<file path="config.mk">
export PLATFORM = sky130hd
export DESIGN_NAME = pipe_hazard_ctrl
export DESIGN_NICKNAME = d
export VERILOG_FILES = /design/src/rtl/pipe_hazard_ctrl.sv
export SDC_FILE = /design/constraint.sdc
export NUM_CORES = 1
export LEC_CHECK = 0
export ABC_AREA = 1
export BUFFER_PORTS_ARGS = -buffer_cell sky130_fd_sc_hd__buf_2
export CAP_MARGIN = 20
export CELL_PAD_IN_SITES_DETAIL_PLACEMENT = 0
export CELL_PAD_IN_SITES_GLOBAL_PLACEMENT = 2
export CORE_UTILIZATION = 33
export CTS_CLUSTER_DIAMETER = 120
export DETAILED_ROUTE_END_ITERATION = 16
export GPL_ROUTABILITY_DRIVEN = 0
export GPL_TIMING_DRIVEN = 1
export PLACE_DENSITY_LB_ADDON = 0.1
export SYNTH_ARGS = -nofsm -noshare
export SYNTH_HDL_FRONTEND = slang
export SYNTH_SLANG_ARGS = --single-unit
</file>
<file path="constraint.sdc">
create_clock -name clk -period 4.7 [get_ports clk]
set_input_delay 0.94 -clock clk [delete_from_list [all_inputs] [get_ports clk]]
set_output_delay 0.94 -clock clk [all_outputs]
set_load 0.01 [all_outputs]
</file>
<file path="src/rtl/pipe_hazard_ctrl.sv">
`timescale 1ns/1ps
// Hazard-detection and forwarding controller for the 5-stage MIPS pipeline.
// Mirrors the EX/MEM/WB instructions to drive stalls, branch flushes, EX forwarding and ID bypass.
module pipe_hazard_ctrl #(
   parameter int REG_AW   = 5,
   parameter int LOAD_LAT = 1,
   parameter int BR_FLUSH = 3,
   parameter int CNT_W    = 16
) (
   input  logic              clk,
   input  logic              rst,
   input  logic              id_valid,
   input  logic [REG_AW-1:0] id_rs,
   input  logic [REG_AW-1:0] id_rt,
   input  logic              id_use_rs,
   input  logic              id_use_rt,
   input  logic              id_reg_write,
   input  logic              id_mem_read,
   input  logic [REG_AW-1:0] id_wr_reg,
   input  logic              br_taken,
   output logic              pc_en,
   output logic              ifid_en,
   output logic              flush_ifid,
   output logic              flush_idex,
   output logic              flush_exmem,
   output logic [1:0]        fwd_a,
   output logic [1:0]        fwd_b,
   output logic              id_byp_a,
   output logic              id_byp_b,
   output logic [CNT_W-1:0]  stall_cnt,
   output logic [CNT_W-1:0]  flush_cnt
);

   typedef struct packed {
      logic              v;
      logic              we;
      logic              ld;
      logic [REG_AW-1:0] wr;
      logic [REG_AW-1:0] rs;
      logic [REG_AW-1:0] rt;
      logic              urs;
      logic              urt;
   } sb_t;

   localparam logic [CNT_W-1:0] CNT_MAX = '1;
   localparam logic [CNT_W-1:0] CNT_ONE = {{(CNT_W-1){1'b0}}, 1'b1};

   sb_t  id_entry;
   sb_t  ex_q;
   sb_t  mem_q;
   sb_t  wb_q;
   logic ex_ld_hit;
   logic mem_ld_hit;
   logic load_use;
   logic branch;
   logic stall;
   logic wb_src_unused;

   // A stage produces a source only for a real, writing instruction; register 0 never matches.
   function automatic logic src_hit(input sb_t s, input logic [REG_AW-1:0] src, input logic use_src);
      return s.v && s.we && (s.wr == src) && (src != '0) && use_src;
   endfunction

   function automatic logic [1:0] fwd_sel(input sb_t mem_e, input sb_t wb_e,
                                          input logic [REG_AW-1:0] src, input logic use_src);
      if (src_hit(mem_e, src, use_src) && !mem_e.ld)
         return 2'b10;
      if (src_hit(wb_e, src, use_src) && (!wb_e.ld || (LOAD_LAT == 1)))
         return 2'b01;
      return 2'b00;
   endfunction

   assign id_entry = {id_valid, id_reg_write, id_mem_read, id_wr_reg,
                      id_rs, id_rt, id_use_rs, id_use_rt};

   assign ex_ld_hit  = ex_q.ld  && (src_hit(ex_q,  id_rs, id_use_rs) || src_hit(ex_q,  id_rt, id_use_rt));
   assign mem_ld_hit = mem_q.ld && (src_hit(mem_q, id_rs, id_use_rs) || src_hit(mem_q, id_rt, id_use_rt));
   assign load_use   = id_valid && (ex_ld_hit || ((LOAD_LAT == 2) && mem_ld_hit));

   // A taken branch kills the consumer anyway, so it overrides the load-use stall.
   assign branch = br_taken && !rst;
   assign stall  = load_use && !branch && !rst;

   assign pc_en       = !stall;
   assign ifid_en     = !stall;
   assign flush_ifid  = branch && (BR_FLUSH >= 1);
   assign flush_idex  = stall || (branch && (BR_FLUSH >= 2));
   assign flush_exmem = branch && (BR_FLUSH == 3);

   assign fwd_a = (rst || !ex_q.v) ? 2'b00 : fwd_sel(mem_q, wb_q, ex_q.rs, ex_q.urs);
   assign fwd_b = (rst || !ex_q.v) ? 2'b00 : fwd_sel(mem_q, wb_q, ex_q.rt, ex_q.urt);

   assign id_byp_a = !rst && src_hit(wb_q, id_rs, id_use_rs);
   assign id_byp_b = !rst && src_hit(wb_q, id_rt, id_use_rt);

   // WB keeps its source fields only so the scoreboard mirrors every stage in full.
   assign wb_src_unused = ^{wb_q.rs, wb_q.rt, wb_q.urs, wb_q.urt};

   always_ff @(posedge clk) begin
      if (rst) begin
         ex_q      <= '0;
         mem_q     <= '0;
         wb_q      <= '0;
         stall_cnt <= '0;
         flush_cnt <= '0;
      end else begin
         wb_q  <= mem_q;
         mem_q <= flush_exmem ? '0 : ex_q;
         ex_q  <= flush_idex  ? '0 : id_entry;
         if (stall && (stall_cnt != CNT_MAX))
            stall_cnt <= stall_cnt + CNT_ONE;
         if (br_taken && (flush_cnt != CNT_MAX))
            flush_cnt <= flush_cnt + CNT_ONE;
      end
   end

endmodule

</file>
== Word level (Yosys, flattened, before mapping) ==
Cells that the tools add are included.

* Bits of input ports: 23
* Bits in registers: 67

* Reductions and logical operators: 52
* Eq/ne operators: 10
* $add $sub $neg: 2
* Mux-type cells: 16

{| class="wikitable"
|+ Operator list
! kind !! count
|-
| $eq 5x5->1 || 8
|-
| $logic_and 1x1->1 || 38
|-
| $add 16x1->16 const B || 2
|-
| $ne 16x16->1 const B || 2
|-
| $mux 2 || 10
|-
| $reduce_bool 5->1 || 4
|-
| $mux 1 || 6
|-
| $logic_not 1->1 || 5
|-
| $reduce_or 2->1 || 2
|-
| $logic_or 1x1->1 || 3
|}

== Logic depth before layout (Yosys ltp) ==
* Depth after elaboration: 11
* Depth in mapped cells: 14

== Worst setup path before layout ==
Ideal clock, no wire load.

* Path kind: input port to output port
* Start point: input port rst
* End point: output port id_byp_a
* Stages: 5
* Required time: 3.760 ns
* Arrival time: 1.899 ns
* Slack: 1.861 ns
* Cells stage by stage: buf_6 > clkinv_2 > clkbuf_1 > nand4_1 > nor4_1

* Cells in the longest elaborated chain, start to end: 2

{| class="wikitable"
|+ Ends and longest elaborated chain
! item !! line !! source
|-
| start, declared || 11 || <nowiki>input logic rst,</nowiki>
|-
| $logic_not 1->1 || 93 || <nowiki>assign id_byp_a = !rst && src_hit(wb_q, id_rs, id_use_rs);</nowiki>
|-
| $logic_and 1x1->1 || 93 ||
|-
| end, declared || 28 || <nowiki>output logic id_byp_a,</nowiki>
|}

Every way passes these cells.

== Worst setup path in the final report ==
* Start point: input port rst
* End point: output port fwd_a[0]

* Cells in the longest elaborated chain, start to end: 2

{| class="wikitable"
|+ Ends and longest elaborated chain
! item !! line !! source
|-
| $logic_or 1x1->1 || 90 || <nowiki>assign fwd_a = (rst || !ex_q.v) ? 2'b00 : fwd_sel(mem_q, wb_q, ex_q.rs, ex_q.urs);</nowiki>
|-
| $mux 2 || 90 ||
|-
| end, declared || 26 || <nowiki>output logic [1:0] fwd_a,</nowiki>
|}

Every way passes these cells.

==> impl_metrics.env <==
export IMPL_maxSlewHeadroom_pct=43.3
export IMPL_rsz0062_at_grt="false"
export IMPL_hold_buffers=0
export IMPL_clk_latency_ns=0.36
export IMPL_slowest_delay_ns=0.49
export IMPL_wl_per_cell_um=13.6
export IMPL_dp_hpwl_um=7490
export IMPL_syn_to_final_growth_pct=16.7
export IMPL_initial_utilization_pct=34.4
export IMPL_critical_path_class="in2out"
export IMPL_antenna_found_initial=0
export IMPL_crit_slowest_cell="a2111oi_0"
export IMPL_ys_warn_count=0
export IMPL_drc=0
export IMPL_multiInputGateArea_um2=1780
export IMPL_cts_tree="done"
export IMPL_setup_worst_path_end_class="primary output"
export IMPL_hold_slack_ns=0.472
export IMPL_cp_max_fo=20
export IMPL_arrival_ns=2.29
export IMPL_io_buffers=65
export IMPL_coreArea_um2=10500
export IMPL_ant_nets=0
export IMPL_grt_pass1_vias=3254
export IMPL_worstSetupStartpoint="rst"
export IMPL_drt_iter0_drc=180
export IMPL_fin_nets=611
export IMPL_max_vdd_ir_drop_uv=139
export IMPL_viasPerCell=4.69
export IMPL_fin_util_pct=40.1
export IMPL_fillCellCount=1153
export IMPL_setup_viol=0
export IMPL_fp_dieH_um=106
export IMPL_drv_cap=0
export IMPL_synth_most_common_cell="nand2_1"
export IMPL_power_leakage_nw=1.91
export IMPL_post_cts_repair_setup_buffers=0
export IMPL_synth_top_cell_area_share_pct=37.3
export IMPL_status="finished clean"
export IMPL_fp_dieW_um=106
export IMPL_synth_area_top_cells="dfxtp_1, nand2_1, nor2_1"
export IMPL_synth_edf_count=0
export IMPL_worstMarginPinSlew_ns=0.849
export IMPL_clock_sinks=67
export IMPL_grt_pass1_wl_um=16500
export IMPL_hold_path_class="reg2reg"
export IMPL_clk_pin_slew_worst_paths_ns=0.08
export IMPL_synth_top_cell_by_area="dfxtp_1"
export IMPL_finalMaxSlewViolations=0
export IMPL_syn_avg_cell_area_um2=6.88
export IMPL_cts_root_buf="clkbuf_8"
export IMPL_power_density_nw_per_um2=282
export IMPL_clk_path_buf_depth=2
export IMPL_hold_start="mem_q[19]"
export IMPL_grt_overflow=0
export IMPL_grt_usage_pct=18.9
export IMPL_syn_inst=523
export IMPL_ys_flop_type="dfxtp_1"
export IMPL_cts_repair_resized=0
export IMPL_num_vias=3409
export IMPL_skew_ns=0.0114
export IMPL_cp_cell_sequence="buf_2, clkinv_2, nand2_4, a2111oi_0, nand3_1, nor2_1, buf_2"
export IMPL_max_freq_ghz=0.309
export IMPL_syn_num_nets=548
export IMPL_numCtsBuffers=9
export IMPL_min_period_ns=3.23
export IMPL_synth_seq_cells=67
export IMPL_seq_area_um2=1340
export IMPL_synth_distinct_cells=43
export IMPL_r2r_start="ex_q[14]"
export IMPL_netlist_area_um2=3600
export IMPL_synthArstFlopShare_pct=0
export IMPL_cp_required_ns=3.76
export IMPL_diodes=0
export IMPL_drtPass1Iterations=4
export IMPL_wl_um=9890
export IMPL_dieArea_um2=11300
export IMPL_cp_start_kind="input port"
export IMPL_cpMostUsedCell="buf_2"
export IMPL_fin_crit_sh_pct=68.8
export IMPL_grt_max_degree=27
export IMPL_synth_top_cells_by_count="nand2_1, nor2_1, inv_1"
export IMPL_drive_above_1_share_pct=21.0
export IMPL_ios=66
export IMPL_htreeDepth=3
export IMPL_ys_seq_area_share_pct=37.3
export IMPL_row_count=37
export IMPL_final_setup_tns_ns=0
export IMPL_hold_viol_final=0
[kinds of logic (layout without fill, tap and decap cells)]
family / after synthesis / in the layout / share of synthesized area [%]
compound gates: 57 / 57 / 9.67
xor+xnor: 8 / 8 / 1.95
fa+ha+maj: 2 / 2 / 0.696
buf+inv: 112 / 180 / 13.1
flops: 67 / 67 / 37.3
simple gates: 277 / 277 / 37.3
[registers in the layout, indices dropped and copies added (netlist names)]
signal     count
ex_q          20
flush_cnt     16
stall_cnt     16
mem_q          8
wb_q           7
[final cells by class]
class | instances | area share, %
multi-input combinational | 344 | 42.5
sequential | 67 | 32.0
tap | 136 | 4.05
timing repair buffer | 66 | 7.93
clock inverter | 7 | 1.82
inverter | 98 | 8.79
clock buffer | 9 | 2.95
[path summary, 6_finish.rpt]
kind              endpoint  slack (ns)  cells past startpoint
setup reg to reg   ex_q[7]        2.28                     11
setup / recovery  fwd_a[0]        1.47                      7
hold reg to reg   wb_q[19]        0.47                      2
hold / removal    wb_q[19]        0.47                      2
[report_power, final]
part	internal [W]	leakage, nW	total (W)	switching (W)
clock	0.000248	0.0958	0.000506	0.000258
combinational	0.0000312	1.27	0.0000893	0.0000581
sequential	0.000577	0.544	0.000587	0.00000974
total	0.000856	1.91	0.00118	0.000326
[cell usage in the layout, fill, tap and decap left out, types with 2 or more instances in the layout]
cell type   netlist  final
nand2_1         100    100
dfxtp_1          67     67
a21oi_1          14     14
o22ai_1           7      7
o21ai_1           6      6
clkbuf_8          0      9
inv_2            15     15
nand2_2           5      5
o21ai_0          11     11
nor2_1           94     94
ha_1              2      2
nor4_1            8      8
clkinv_2          1      2
nor3_2            2      2
nand3_1          21     21
a221oi_1          3      3
buf_2             3     65
nand4_2          13     13
clkinv_4          0      2
inv_1            81     81
nor3b_1           2      2
clkinvlp_4        0      2
nand4_1          10     10
nor3_1           13     13
o21bai_1         10     10
a211oi_1          2      2
xor2_1            7      7
[metal layers]
layer / wire length, µm / track usage (%)
met4: 139 / 6.55
met5: 0 / 0
met3: 497 / 4.29
met2: 4110 / 27.2
met1: 5150 / 27.4
[per-stage QoR]
| step | setup WS, ns | power (W) | instance area [µm²] | instances |
|---|---|---|---|---|
| floorplan | 1.86 | 0.000657 | 3600 | 523 |
| global placement | 1.47 | 0.000691 | 4000 | 711 |
| detailed placement | 1.43 | 0.000690 | 4000 | 711 |
| CTS | 1.43 | 0.00120 | 4200 | 727 |
| global route | 1.28 | 0.00124 | 4200 | 727 |
| finish | 1.47 | 0.00118 | 4200 | 727 |
[critical path: cells and delay by family]
family | cells | cell delay [ns]
AOI/OAI and AO/OA | 1 | 0.49
buffers and inverters | 3 | 0.48
and+or+nand+nor | 3 | 0.37
Power figures use the tool's default switching activity.
